===== config.mk =====
export PLATFORM = sky130hd
export DESIGN_NAME = axi_mailbox_slave_flat
export DESIGN_NICKNAME = d
export VERILOG_FILES = /design/src/rtl/axi_mailbox_pkg.sv /design/src/rtl/axi_mailbox_if.sv /design/src/rtl/mailbox_fifo.sv /design/src/rtl/axi_mailbox_slave.sv /design/src/flat_wrapper.sv
export SDC_FILE = /design/constraint.sdc
export NUM_CORES = 1
export LEC_CHECK = 0
export BUFFER_PORTS_ARGS = -buffer_cell sky130_fd_sc_hd__buf_2
export CAP_MARGIN = 10
export CORE_ASPECT_RATIO = 1.4
export CORE_MARGIN = 2
export CORE_UTILIZATION = 61
export DETAILED_ROUTE_END_ITERATION = 10
export PLACE_DENSITY = 0.8
export RECOVER_POWER = 25
export SLEW_MARGIN = 20
export SYNTH_ARGS = -nofsm -noshare
export SYNTH_HDL_FRONTEND = slang
export SYNTH_SLANG_ARGS = --single-unit

===== constraint.sdc =====
create_clock -name clock -period 4.9 [get_ports clock]
set_input_delay 0.98 -clock clock [delete_from_list [all_inputs] [get_ports clock]]
set_output_delay 0.98 -clock clock [all_outputs]
set_load 0.05 [all_outputs]

===== src/rtl/axi_mailbox_pkg.sv =====
// axi_mailbox_pkg: register offsets, STATUS bit positions, AXI encodings and FSM states.
// Rev 1.0
`default_nettype none

package axi_mailbox_pkg;
    localparam logic [7:0] OFF_TX_DATA    = 8'h00;
    localparam logic [7:0] OFF_RX_DATA    = 8'h04;
    localparam logic [7:0] OFF_STATUS     = 8'h08;
    localparam logic [7:0] OFF_IRQ_EN     = 8'h0C;
    localparam logic [7:0] OFF_IRQ_STATUS = 8'h10;

    localparam int ST_TX_EMPTY   = 0;
    localparam int ST_TX_FULL    = 1;
    localparam int ST_RX_EMPTY   = 2;
    localparam int ST_RX_FULL    = 3;
    localparam int ST_TX_CNT_LSB = 8;
    localparam int ST_RX_CNT_LSB = 16;

    localparam logic [1:0] RESP_OKAY   = 2'b00;
    localparam logic [1:0] RESP_SLVERR = 2'b10;

    localparam logic [1:0] BURST_FIXED = 2'b00;
    localparam logic [1:0] BURST_INCR  = 2'b01;
    localparam logic [1:0] BURST_WRAP  = 2'b10;

    typedef enum logic [1:0] {
        W_IDLE = 2'd0,
        W_DATA = 2'd1,
        W_RESP = 2'd2
    } wr_state_e;

    typedef enum logic [0:0] {
        R_IDLE = 1'b0,
        R_DATA = 1'b1
    } rd_state_e;
endpackage

`default_nettype wire


===== src/rtl/axi_mailbox_if.sv =====
// axi_mailbox_if: 32-bit AXI4 bus bundle seen by the mailbox slave.
// Rev 1.0
`default_nettype none

interface axi_mailbox_if;
    logic [31:0] awaddr;
    logic [7:0]  awlen;
    logic [2:0]  awsize;
    logic [1:0]  awburst;
    logic        awvalid;
    logic        awready;
    logic [31:0] wdata;
    logic [3:0]  wstrb;
    logic        wlast;
    logic        wvalid;
    logic        wready;
    logic [1:0]  bresp;
    logic        bvalid;
    logic        bready;
    logic [31:0] araddr;
    logic [7:0]  arlen;
    logic [2:0]  arsize;
    logic [1:0]  arburst;
    logic        arvalid;
    logic        arready;
    logic [31:0] rdata;
    logic [1:0]  rresp;
    logic        rlast;
    logic        rvalid;
    logic        rready;

    modport slave (
        input  awaddr, awlen, awsize, awburst, awvalid,
        output awready,
        input  wdata, wstrb, wlast, wvalid,
        output wready,
        output bresp, bvalid,
        input  bready,
        input  araddr, arlen, arsize, arburst, arvalid,
        output arready,
        output rdata, rresp, rlast, rvalid,
        input  rready
    );

    modport master (
        output awaddr, awlen, awsize, awburst, awvalid,
        input  awready,
        output wdata, wstrb, wlast, wvalid,
        input  wready,
        input  bresp, bvalid,
        output bready,
        output araddr, arlen, arsize, arburst, arvalid,
        input  arready,
        input  rdata, rresp, rlast, rvalid,
        output rready
    );
endinterface

`default_nettype wire


===== src/rtl/mailbox_fifo.sv =====
// mailbox_fifo: synchronous word FIFO with occupancy count; push refused when full, pop when empty.
// Rev 1.0
`default_nettype none

module mailbox_fifo #(
    parameter int WIDTH      = 32,
    parameter int DEPTH_LOG2 = 4
) (
    input  wire logic                  clock,
    input  wire logic                  reset,
    input  wire logic                  push_i,
    input  wire logic [WIDTH-1:0]      data_i,
    input  wire logic                  pop_i,
    output logic      [WIDTH-1:0]      data_o,
    output logic      [DEPTH_LOG2:0]   count_o,
    output logic                       full_o,
    output logic                       empty_o
);
    localparam int DEPTH = 1 << DEPTH_LOG2;

    logic [WIDTH-1:0]      mem_q [DEPTH];
    logic [DEPTH_LOG2-1:0] wr_ptr_q;
    logic [DEPTH_LOG2-1:0] rd_ptr_q;
    logic [DEPTH_LOG2:0]   count_q;
    logic                  do_push;
    logic                  do_pop;

    // Full/empty come from the registered count, so a pop never frees a slot for a same-cycle push.
    assign full_o  = (count_q == (DEPTH_LOG2+1)'(DEPTH));
    assign empty_o = (count_q == '0);
    assign do_push = push_i & ~full_o;
    assign do_pop  = pop_i & ~empty_o;
    assign data_o  = mem_q[rd_ptr_q];
    assign count_o = count_q;

    always_ff @(posedge clock or posedge reset) begin
        if (reset) begin
            wr_ptr_q <= '0;
            rd_ptr_q <= '0;
            count_q  <= '0;
        end else begin
            if (do_push) wr_ptr_q <= wr_ptr_q + 1'b1;
            if (do_pop)  rd_ptr_q <= rd_ptr_q + 1'b1;
            count_q <= count_q + (DEPTH_LOG2+1)'(do_push) - (DEPTH_LOG2+1)'(do_pop);
        end
    end

    always_ff @(posedge clock) begin
        if (do_push) mem_q[wr_ptr_q] <= data_i;
    end
endmodule

`default_nettype wire


===== src/rtl/axi_mailbox_slave.sv =====
// axi_mailbox_slave: AXI4 slave exposing a TX and an RX word FIFO to the core, with a level interrupt.
// Rev 1.0
`default_nettype none

module axi_mailbox_slave
    import axi_mailbox_pkg::*;
#(
    parameter int DEPTH_LOG2 = 4,
    parameter int ADDR_BITS  = 5
) (
    input  wire logic        clock,
    input  wire logic        reset,
    axi_mailbox_if.slave     s_axi,
    output logic [31:0]      tx_data,
    output logic             tx_valid,
    input  wire logic        tx_ready,
    input  wire logic [31:0] rx_data,
    input  wire logic        rx_valid,
    output logic             rx_ready,
    output logic             irq
);
    wr_state_e              wstate_q, wstate_d;
    logic [ADDR_BITS-1:0]   waddr_q, waddr_d;
    logic [1:0]             wburst_q, wburst_d;
    logic                   werr_q, werr_d;
    rd_state_e              rstate_q, rstate_d;
    logic [ADDR_BITS-1:0]   raddr_q;
    logic [1:0]             rburst_q;
    logic [7:0]             rlen_q, rbeat_q;
    logic                   rvalid_q, rlast_q, rpop_q;
    logic [31:0]            rdata_q;
    logic [1:0]             rresp_q;
    logic [1:0]             irq_en_q, irq_en_d;
    logic [1:0]             irq_status_q, irq_status_d;
    logic                   irq_q;

    logic                   tx_push, tx_pop, tx_full, tx_empty;
    logic                   rx_push, rx_pop, rx_full, rx_empty;
    logic [DEPTH_LOG2:0]    tx_count, rx_count;
    logic [31:0]            rx_head;
    logic                   irq_en_we;
    logic [1:0]             irq_clr, irq_evt;
    logic                   r_accept, r_load, r_hs, rd_err, rd_pop;
    logic [31:0]            rd_word;
    logic                   unused_bits;

    assign unused_bits = ^{s_axi.awaddr[31:ADDR_BITS], s_axi.araddr[31:ADDR_BITS],
                           s_axi.awsize, s_axi.arsize, s_axi.awlen};

    mailbox_fifo #(.WIDTH(32), .DEPTH_LOG2(DEPTH_LOG2)) u_tx_fifo (
        .clock(clock), .reset(reset), .push_i(tx_push), .data_i(s_axi.wdata), .pop_i(tx_pop),
        .data_o(tx_data), .count_o(tx_count), .full_o(tx_full), .empty_o(tx_empty)
    );

    mailbox_fifo #(.WIDTH(32), .DEPTH_LOG2(DEPTH_LOG2)) u_rx_fifo (
        .clock(clock), .reset(reset), .push_i(rx_push), .data_i(rx_data), .pop_i(rx_pop),
        .data_o(rx_head), .count_o(rx_count), .full_o(rx_full), .empty_o(rx_empty)
    );

    assign tx_valid = ~tx_empty;
    assign tx_pop   = tx_valid & tx_ready;
    assign rx_ready = ~rx_full & ~reset;
    assign rx_push  = rx_valid & ~rx_full;

    // Write channel
    always_comb begin
        wstate_d  = wstate_q;
        waddr_d   = waddr_q;
        wburst_d  = wburst_q;
        werr_d    = werr_q;
        tx_push   = 1'b0;
        irq_en_we = 1'b0;
        irq_clr   = 2'b00;
        case (wstate_q)
            W_IDLE: if (s_axi.awvalid) begin
                waddr_d  = s_axi.awaddr[ADDR_BITS-1:0];
                wburst_d = s_axi.awburst;
                werr_d   = (s_axi.awburst == BURST_WRAP);
                wstate_d = W_DATA;
            end
            W_DATA: if (s_axi.wvalid) begin
                if (wburst_q != BURST_WRAP) begin
                    if (waddr_q == ADDR_BITS'(OFF_TX_DATA)) begin
                        if (s_axi.wstrb == 4'hF && !tx_full) tx_push = 1'b1;
                        else                                 werr_d  = 1'b1;
                    end else if (waddr_q == ADDR_BITS'(OFF_IRQ_EN)) begin
                        irq_en_we = s_axi.wstrb[0];
                    end else if (waddr_q == ADDR_BITS'(OFF_IRQ_STATUS)) begin
                        irq_clr = s_axi.wstrb[0] ? s_axi.wdata[1:0] : 2'b00;
                    end
                    if (wburst_q == BURST_INCR) waddr_d = waddr_q + ADDR_BITS'(4);
                end
                if (s_axi.wlast) wstate_d = W_RESP;
            end
            W_RESP: if (s_axi.bready) wstate_d = W_IDLE;
            default: wstate_d = W_IDLE;
        endcase
    end

    assign s_axi.awready = (wstate_q == W_IDLE) & ~reset;
    assign s_axi.wready  = (wstate_q == W_DATA);
    assign s_axi.bvalid  = (wstate_q == W_RESP);
    assign s_axi.bresp   = (s_axi.bvalid && werr_q) ? RESP_SLVERR : RESP_OKAY;

    // Read channel: each beat is loaded one cycle, presented, then popped on its handshake.
    always_comb begin
        rstate_d = rstate_q;
        r_accept = 1'b0;
        r_load   = 1'b0;
        r_hs     = 1'b0;
        case (rstate_q)
            R_IDLE: if (s_axi.arvalid) begin
                r_accept = 1'b1;
                rstate_d = R_DATA;
            end
            R_DATA: begin
                if (!rvalid_q) begin
                    r_load = 1'b1;
                end else if (s_axi.rready) begin
                    r_hs = 1'b1;
                    if (rlast_q) rstate_d = R_IDLE;
                end
            end
            default: rstate_d = R_IDLE;
        endcase
    end

    always_comb begin
        rd_word = '0;
        rd_err  = 1'b0;
        rd_pop  = 1'b0;
        case (raddr_q)
            ADDR_BITS'(OFF_RX_DATA): begin
                if (rx_empty) begin
                    rd_err = 1'b1;
                end else begin
                    rd_word = rx_head;
                    rd_pop  = 1'b1;
                end
            end
            ADDR_BITS'(OFF_STATUS): begin
                rd_word[ST_TX_EMPTY]           = tx_empty;
                rd_word[ST_TX_FULL]            = tx_full;
                rd_word[ST_RX_EMPTY]           = rx_empty;
                rd_word[ST_RX_FULL]            = rx_full;
                rd_word[ST_TX_CNT_LSB +: 8]    = 8'(tx_count);
                rd_word[ST_RX_CNT_LSB +: 8]    = 8'(rx_count);
            end
            ADDR_BITS'(OFF_IRQ_EN):     rd_word[1:0] = irq_en_q;
            ADDR_BITS'(OFF_IRQ_STATUS): rd_word[1:0] = irq_status_q;
            default: rd_word = '0;
        endcase
    end

    assign rx_pop        = r_hs & rpop_q;
    assign s_axi.arready = (rstate_q == R_IDLE) & ~reset;
    assign s_axi.rvalid  = rvalid_q;
    assign s_axi.rdata   = rdata_q;
    assign s_axi.rresp   = rresp_q;
    assign s_axi.rlast   = rlast_q;

    // Interrupt events are taken from the FIFO updates landing on this same edge.
    assign irq_evt[0]   = rx_push & rx_empty;
    assign irq_evt[1]   = tx_pop & (tx_count == (DEPTH_LOG2+1)'(1)) & ~tx_push;
    assign irq_status_d = (irq_status_q & ~irq_clr) | irq_evt;
    assign irq_en_d     = irq_en_we ? s_axi.wdata[1:0] : irq_en_q;
    assign irq          = irq_q;

    always_ff @(posedge clock or posedge reset) begin
        if (reset) begin
            wstate_q     <= W_IDLE;
            waddr_q      <= '0;
            wburst_q     <= BURST_FIXED;
            werr_q       <= 1'b0;
            rstate_q     <= R_IDLE;
            raddr_q      <= '0;
            rburst_q     <= BURST_FIXED;
            rlen_q       <= '0;
            rbeat_q      <= '0;
            rvalid_q     <= 1'b0;
            rlast_q      <= 1'b0;
            rpop_q       <= 1'b0;
            rdata_q      <= '0;
            rresp_q      <= RESP_OKAY;
            irq_en_q     <= 2'b00;
            irq_status_q <= 2'b00;
            irq_q        <= 1'b0;
        end else begin
            wstate_q     <= wstate_d;
            waddr_q      <= waddr_d;
            wburst_q     <= wburst_d;
            werr_q       <= werr_d;
            rstate_q     <= rstate_d;
            irq_en_q     <= irq_en_d;
            irq_status_q <= irq_status_d;
            irq_q        <= |(irq_status_q & irq_en_q);
            if (r_accept) begin
                raddr_q  <= s_axi.araddr[ADDR_BITS-1:0];
                rburst_q <= s_axi.arburst;
                rlen_q   <= s_axi.arlen;
                rbeat_q  <= '0;
            end
            if (r_load) begin
                rvalid_q <= 1'b1;
                rdata_q  <= rd_word;
                rresp_q  <= rd_err ? RESP_SLVERR : RESP_OKAY;
                rlast_q  <= (rbeat_q == rlen_q);
                rpop_q   <= rd_pop;
            end
            if (r_hs) begin
                rvalid_q <= 1'b0;
                rlast_q  <= 1'b0;
                rbeat_q  <= rbeat_q + 8'd1;
                if (rburst_q == BURST_INCR) raddr_q <= raddr_q + ADDR_BITS'(4);
            end
        end
    end
endmodule

`default_nettype wire


===== src/flat_wrapper.sv =====
// flat-port wrapper written by rule: the top's interface ports become plain ports
module axi_mailbox_slave_flat import axi_mailbox_pkg::*;
#(
    parameter int DEPTH_LOG2 = 4,
    parameter int ADDR_BITS  = 5
)
  (clock, reset, tx_data, tx_valid, tx_ready, rx_data, rx_valid, rx_ready, irq, s_axi_awaddr, s_axi_awlen, s_axi_awsize, s_axi_awburst, s_axi_awvalid, s_axi_awready, s_axi_wdata, s_axi_wstrb, s_axi_wlast, s_axi_wvalid, s_axi_wready, s_axi_bresp, s_axi_bvalid, s_axi_bready, s_axi_araddr, s_axi_arlen, s_axi_arsize, s_axi_arburst, s_axi_arvalid, s_axi_arready, s_axi_rdata, s_axi_rresp, s_axi_rlast, s_axi_rvalid, s_axi_rready);
  axi_mailbox_if s_axi_i ();
  input  wire logic clock;
  input  wire logic reset;
  output logic [31:0] tx_data;
  output logic tx_valid;
  input  wire logic tx_ready;
  input  wire logic [31:0] rx_data;
  input  wire logic rx_valid;
  output logic rx_ready;
  output logic irq;
  input wire logic [$bits(s_axi_i.awaddr)-1:0] s_axi_awaddr;
  input wire logic [$bits(s_axi_i.awlen)-1:0] s_axi_awlen;
  input wire logic [$bits(s_axi_i.awsize)-1:0] s_axi_awsize;
  input wire logic [$bits(s_axi_i.awburst)-1:0] s_axi_awburst;
  input wire logic [$bits(s_axi_i.awvalid)-1:0] s_axi_awvalid;
  output wire logic [$bits(s_axi_i.awready)-1:0] s_axi_awready;
  input wire logic [$bits(s_axi_i.wdata)-1:0] s_axi_wdata;
  input wire logic [$bits(s_axi_i.wstrb)-1:0] s_axi_wstrb;
  input wire logic [$bits(s_axi_i.wlast)-1:0] s_axi_wlast;
  input wire logic [$bits(s_axi_i.wvalid)-1:0] s_axi_wvalid;
  output wire logic [$bits(s_axi_i.wready)-1:0] s_axi_wready;
  output wire logic [$bits(s_axi_i.bresp)-1:0] s_axi_bresp;
  output wire logic [$bits(s_axi_i.bvalid)-1:0] s_axi_bvalid;
  input wire logic [$bits(s_axi_i.bready)-1:0] s_axi_bready;
  input wire logic [$bits(s_axi_i.araddr)-1:0] s_axi_araddr;
  input wire logic [$bits(s_axi_i.arlen)-1:0] s_axi_arlen;
  input wire logic [$bits(s_axi_i.arsize)-1:0] s_axi_arsize;
  input wire logic [$bits(s_axi_i.arburst)-1:0] s_axi_arburst;
  input wire logic [$bits(s_axi_i.arvalid)-1:0] s_axi_arvalid;
  output wire logic [$bits(s_axi_i.arready)-1:0] s_axi_arready;
  output wire logic [$bits(s_axi_i.rdata)-1:0] s_axi_rdata;
  output wire logic [$bits(s_axi_i.rresp)-1:0] s_axi_rresp;
  output wire logic [$bits(s_axi_i.rlast)-1:0] s_axi_rlast;
  output wire logic [$bits(s_axi_i.rvalid)-1:0] s_axi_rvalid;
  input wire logic [$bits(s_axi_i.rready)-1:0] s_axi_rready;
  assign s_axi_i.awaddr = s_axi_awaddr;
  assign s_axi_i.awlen = s_axi_awlen;
  assign s_axi_i.awsize = s_axi_awsize;
  assign s_axi_i.awburst = s_axi_awburst;
  assign s_axi_i.awvalid = s_axi_awvalid;
  assign s_axi_awready = s_axi_i.awready;
  assign s_axi_i.wdata = s_axi_wdata;
  assign s_axi_i.wstrb = s_axi_wstrb;
  assign s_axi_i.wlast = s_axi_wlast;
  assign s_axi_i.wvalid = s_axi_wvalid;
  assign s_axi_wready = s_axi_i.wready;
  assign s_axi_bresp = s_axi_i.bresp;
  assign s_axi_bvalid = s_axi_i.bvalid;
  assign s_axi_i.bready = s_axi_bready;
  assign s_axi_i.araddr = s_axi_araddr;
  assign s_axi_i.arlen = s_axi_arlen;
  assign s_axi_i.arsize = s_axi_arsize;
  assign s_axi_i.arburst = s_axi_arburst;
  assign s_axi_i.arvalid = s_axi_arvalid;
  assign s_axi_arready = s_axi_i.arready;
  assign s_axi_rdata = s_axi_i.rdata;
  assign s_axi_rresp = s_axi_i.rresp;
  assign s_axi_rlast = s_axi_i.rlast;
  assign s_axi_rvalid = s_axi_i.rvalid;
  assign s_axi_i.rready = s_axi_rready;
  axi_mailbox_slave #(.DEPTH_LOG2(DEPTH_LOG2), .ADDR_BITS(ADDR_BITS)) u_core (.clock(clock), .reset(reset), .s_axi(s_axi_i), .tx_data(tx_data), .tx_valid(tx_valid), .tx_ready(tx_ready), .rx_data(rx_data), .rx_valid(rx_valid), .rx_ready(rx_ready), .irq(irq));
endmodule

### Word level (Yosys, flattened, before mapping)

Memories as Yosys holds them, arrays and structs flattened.
Index checks and enable logic that the tools add are counted.

| cells by class | value |
|---|---|
| shift operators | 0 |
| bitwise logic cells | 24 |
| multiplexer cells | 69 |
| add/subtract/negate cells | 11 |
| equality and inequality tests | 25 |
| reduce and logical (&&, ||, !) cells | 15 |
| order comparisons | 0 |
| div/mod/pow operators | 0 |
| $mul | 0 |

Operators by type and width:

| kind | number |
|---|---|
| two-way mux 1 bit | 37 |
| two-way mux 5 bit | 7 |
| two-way mux 32 bit | 1 |
| case mux 16 bit (2 select lines) | 1 |
| two-way mux 2 bit | 13 |
| two-way mux 8 bit | 3 |
| equality test 5 bit, second input constant | 4 |
| adder 4 x 1 -> 4 bit, second input constant | 4 |
| equality test 5 x 4 -> 1 bit, second input constant | 3 |
| zero test 5 bit | 3 |
| AND 1 bit | 13 |
| inequality test 2 bit, second input constant | 6 |
| adder 5 x 1 -> 5 bit | 2 |
| adder 5 x 3 -> 5 bit, second input constant | 2 |
| case mux 5 bit (2 select lines) | 1 |
| subtractor 5 x 1 -> 5 bit | 2 |
| adder 8 x 1 -> 8 bit, second input constant | 1 |
| equality test 8 bit | 1 |
| case mux 2 bit (4 select lines) | 1 |
| inverter 1 bit | 7 |
| equality test 2 x 1 -> 1 bit, second input constant | 3 |
| inequality test 2 x 1 -> 1 bit, second input constant | 3 |
| case mux 2 bit (3 select lines) | 1 |
| AND reduction 6 bit | 1 |
| 18 further kinds | 24 |

| word-level totals | value |
|---|---|
| bits in latches | 0 |
| memories | 2 |
| input bits | 168 |
| memory bits (read-only) | 0 |
| bits in writable memories | 1024 |
| bits in registers | 102 |
| output and inout port bits | 77 |

Memory list:

| memory | words | width | read ports | clocked after memory_dff | write ports | line | source |
|---|---|---|---|---|---|---|---|
| u_core.u_rx_fifo.mem_q | 16 | 32 | 1 | 0 | 1 | mailbox_fifo.sv:21 | `logic [WIDTH-1:0] mem_q [DEPTH];` |
| u_core.u_tx_fifo.mem_q | 16 | 32 | 1 | 0 | 1 | mailbox_fifo.sv:21 |  |

### Logic depth before layout (Yosys ltp)

| depth | value |
|---|---|
| depth after elaboration | 11 |
| depth in mapped cells | 16 |

### By module

Synthesis repeated with hierarchy kept, for this count alone.

| unflattened totals | value |
|---|---|
| cells, all modules | 2399 |
| area total of the unflattened synthesis | 44467.6 um2 |

Modules (own cells, without submodules):

| module | seq. area each (um2) | times used | cells each | area each (um2) |
|---|---|---|---|---|
| mailbox_fifo | 15700.1 | 2 | 1007 | 20408.3 |
| axi_mailbox_slave | 1876.8 | 1 | 385 | 3651.0 |

### Worst setup path after synthesis

OpenSTA, ideal clock, no wires.

| timing path | value |
|---|---|
| path kind | in2reg |
| start point | in s_axi_wvalid |
| end point | mem u_core.u_tx_fifo.mem_q[3][0] (enable) |
| library setup time | 461 ps |
| cell stages on the path | 6 |
| required time | 4439 ps |
| arrival time | 4359 ps |
| path buffers | 1 |
| setup slack | 80 ps |
| cells stage by stage | or3b_2 -> nor4_1 -> and2_1 -> buf_2 -> nand2_1 -> nor3_1 |

| between the ends | value |
|---|---|
| cells in the longest elaborated chain, start to end | 5 |

RTL lines:

| element | line | source |
|---|---|---|
| start, declared | flat_wrapper.sv:27 | `input wire logic [$bits(s_axi_i.wvalid)-1:0] s_axi_wvalid;` |
| two-way mux 1 bit | axi_mailbox_slave.sv:81 | `W_DATA: if (s_axi.wvalid) begin` |
| two-way mux 1 bit | axi_mailbox_slave.sv:74 | `case (wstate_q)` |
| AND 1 bit | mailbox_fifo.sv:31 | `assign do_push = push_i & ~full_o;` |
| two-way mux 1 bit | mailbox_fifo.sv:49 | `if (do_push) mem_q[wr_ptr_q] <= data_i;` |
| two-way mux 1 bit (implied by the code) | mailbox_fifo.sv:49 |  |
| end, declared | mailbox_fifo.sv:21 |  |

No other way between the ends.

### Worst setup path in the final report

| timing path | value |
|---|---|
| start point | reg u_core.u_tx_fifo.rd_ptr_q[0] |
| end point | out tx_data[17] |

| between the ends | value |
|---|---|
| cells in the longest elaborated chain, start to end | 1 |

RTL lines:

| element | line | source |
|---|---|---|
| start, declared | mailbox_fifo.sv:23 | `logic [DEPTH_LOG2-1:0] rd_ptr_q;` |
| start signal, assigned | mailbox_fifo.sv:43 | `if (do_pop) rd_ptr_q <= rd_ptr_q + 1'b1;` |
| memory read (16 x 32 bit) | - |  |
| end, declared | flat_wrapper.sv:11 | `output logic [31:0] tx_data;` |

No other way between the ends.

==> flow_metrics.py <==
metrics = {
    "synth": {
        "synth_area_leader_cell": "edfxtp_1",
        "synth_area_leaders": "edfxtp_1, mux4_2, dfrtp_1",
        "synth-seq-area-share_pct": 76.3,
        "ys_types": 57,
        "synth-seq-cells": 1125,
        "yosysTopAreaCellShare_pct": 70.5,
        "synth_area_per_cell_um2": 21.5,
        "synth.most_common_cell": "edfxtp_1",
        "ys_top_cells_by_count": "edfxtp_1, mux4_2, dfrtp_1",
        "async_flop_share_pct": 8.98,
        "yosys_warnings": 0,
        "syn-cell-area_um2": 43600,
        "postSynthCellCount": 2031,
        "ys.flop_type": "edfxtp_1",
        "synth_edf_count": 1024,
    },
    "sta": {
        "skew_ns": 0.0278,
        "slew_violations": 0,
        "timing.final.hold_violations": 0,
        "slew_headroom_pct": 21.0,
        "fin_ws_ns": 0.623,
        "worst_pin_slew_ns": 1.18,
        "period_share_pct": 87.3,
        "fmaxAchievable_mhz": 234,
        "finalSetupViolCount": 0,
        "fin_crit_ns": 4.28,
        "finalSetupTns_ns": 0,
        "rsz0062_at_grt": "false",
    },
    "power": {
        "internal_power_w": 0.0187,
        "p_comb_share_pct": 27.0,
        "ir_drop_uv": 380,
        "swShare_pct": 30.6,
        "powerDensity_nw_per_um2": 549,
        "clkPwrFrac_pct": 28.5,
        "seqPwrFrac_pct": 44.5,
        "power_w": 0.0270,
        "total_leakage_power_nw": 16.3,
        "p_sw_w": 0.00826,
    },
    "routing": {
        "via_count": 21400,
        "ant_nets": 0,
        "first_pass_iters": 6,
        "wirelength_mm": 99.5,
        "via_per_inst": 6.52,
        "wl_per_cell_um": 30.3,
        "drt_iter0_drc": 2330,
        "drc_errors": 0,
    },
    "critical_path": {
        "critPathArrivalTime_ns": 3.30,
        "cp-start-kind": "flip-flop",
        "path_buf_inv": 2,
        "r2r-start": "u_core.u_rx_fifo.count_o[2]",
        "cpMaxStageDelayCell": "dfrtp_4",
        "crit_top_cell": "mux4_2",
        "endpoint_kind": "output pin",
        "crit_cells": 4,
        "worstSetupPathType": "flip-flop to output pin",
        "crit_chain": "buf_4 -> mux4_2 -> mux4_2 -> buf_2",
        "crit_family": "multiplexers",
        "rr_worst_depth": 7,
        "r2r_setup_slack_ns": 1.52,
        "slowest_delay_ns": 0.84,
        "worstPathMaxFanout": 31,
        "timing.rr.end": "u_core.u_rx_fifo.mem_q[9][21]",
        "required_ns": 3.92,
    },
    "floorplanning": {
        "core_area_um2": 71100,
        "fp.dieH_um": 320,
        "ios": 245,
        "rows": 116,
        "start_util_pct": 61.4,
        "fp.dieW_um": 230,
        "die-area_um2": 73700,
    },
    "placement": {
        "gp_congestion": 0.791,
        "placed_cells": 3091,
        "io_buffers": 174,
        "hpwl_mm": 53.3,
        "preCtsSetupSlack_ns": 0.971,
    },
    "outcome": {
        "status": "completed",
    },
    "clocking": {
        "holdBufCountCts": 0,
        "path_clk_slew_ns": 0.06,
        "clock_latency_ns": 0.66,
        "tritoncts": "yes",
        "cts_root_buf": "clkbuf_16",
        "cts_buffers": 101,
        "cts_max_level": 3,
        "postCtsSetupBuffers": 0,
        "ctsResizeCount": 0,
        "clock_path_buffers": 3,
        "cts_sinks": 1125,
    },
    "grt": {
        "grt_max_degree": 77,
        "grt_pass1_vias": 22600,
        "grt_pass1_wl_mm": 147,
        "antenna_found_initial": 15,
        "grt_use_total_pct": 27.7,
        "globalRoute.totalOverflow": 0,
    },
    "cells_and_area": {
        "stdcell_count": 3284,
        "nets": 2449,
        "drive_gt1_share_pct": 28.6,
        "area_growth_syn_to_layout_pct": 12.8,
    },
    "flow_run": {
        "drv_cap": 0,
    },
    "worst_hold_path": {
        "min_path_type": "input pin to asynchronous set/reset pin",
    },
}
==> through the flow <==
| step | utilization [%] | area [um2] | hold slack (ns) |
|---|---|---|---|
| after detailed placement | 64.7 | 46000 | 0.461 |
| final | 69.2 | 49200 | 0.438 |
| after global routing | 69.2 | 49200 | 0.441 |
| after CTS | 69.2 | 49200 | 0.420 |
| after global placement | 64.7 | 46000 | 0.448 |
| after floorplan | - | 43600 | 0.438 |
==> sequential cells by signal, summed over array words and instances (netlist names), 4 cells and up <==
register	count
u_core.raddr_q	5
u_core.rbeat_q	8
u_core.rlen_q	8
u_core.s_axi.rdata	32
u_core.u_rx_fifo.count_o	5
u_core.u_rx_fifo.mem_q	512
u_core.u_rx_fifo.rd_ptr_q	4
u_core.u_rx_fifo.wr_ptr_q	4
u_core.u_tx_fifo.count_o	5
u_core.u_tx_fifo.mem_q	512
u_core.u_tx_fifo.rd_ptr_q	4
u_core.u_tx_fifo.wr_ptr_q	4
u_core.waddr_q	5
==> metal layers <==
layer  routed length, um  track usage [%]  vias to the layer above
met2               53300             48.6                     1246
met3                9360             5.49                      203
met1               33800             34.5                    11100
li1                    -                -                     8823
met5                  57                0                        -
met4                2910             9.66                       10
==> final cells by class <==
| class | count | area (um2) |
|---|---|---|
| clock inverter | 49 | 457 |
| multi-input combinational | 767 | 9940 |
| fill | 4221 | 21900 |
| antenna | 10 | 25.0 |
| timing repair buffer | 226 | 1460 |
| clock buffer | 134 | 2750 |
| inverter | 29 | 111 |
| tap | 944 | 1180 |
| sequential | 1125 | 33300 |
==> worst reg2reg max path, stage by stage, from the launching register on <==
cell and delay, ns:
dfrtp_1 0.35, inv_1 0.08, ha_1 0.24, nor4bb_1 0.20
nor2b_1 0.57, nand2_1 0.40, nor2_4 0.87, buf_4 0.34
==> cells by family after synthesis <==
logic type / count (synthesis) / synth area share (%)
simple gates: 237 / 2.77
other cells: 1 / 0.00859
buf+inv: 140 / 1.49
fa+ha+maj: 31 / 0.923
xor+xnor: 28 / 0.562
compound gates: 136 / 2.16
mux: 333 / 15.8
flops: 1125 / 76.3
==> worst max-delay path by stage <==
| stage | start | endpoint |
|---|---|---|
| 2_1_floorplan | s_axi_wvalid | u_core.u_tx_fifo.mem_q[3][0] |
| 3_3_place_gp | s_axi_wvalid | u_core.u_tx_fifo.count_o[4] |
| 3_5_place_dp | s_axi_wvalid | u_core.u_tx_fifo.count_o[4] |
| 4_1_cts | u_core.u_tx_fifo.rd_ptr_q[0] | tx_data[17] |
| 5_1_grt | u_core.u_tx_fifo.rd_ptr_q[0] | tx_data[17] |
| 6_report | u_core.u_tx_fifo.rd_ptr_q[0] | tx_data[17] |
==> power by group through the flow <==
stage | registers, W | logic [W] | clock network (W)
after floorplan | 0.0118 | 0.00575 | 0
after global placement | 0.0121 | 0.00706 | 0
after detailed placement | 0.0122 | 0.00725 | 0
after CTS | 0.0120 | 0.00737 | 0.00781
after global routing | 0.0121 | 0.00770 | 0.00815
final | 0.0120 | 0.00728 | 0.00770
==> cell usage in the layout (no fill, tap or decap), drive strengths merged, types with 13 or more instances in the layout <==
cell type / n
nor2: 47
buf: 182
xor2: 13
o21ai: 15
dfrtp: 101
inv: 32
a211oi: 30
nand2: 73
mux2i: 38
clkbuf: 178
a22o: 21
edfxtp: 1024
nor3: 18
ha: 29
clkinv: 34
a21oi: 40
and2: 31
mux4: 285
xnor2: 15
Note: power is estimated with default switching activity, not from simulation.
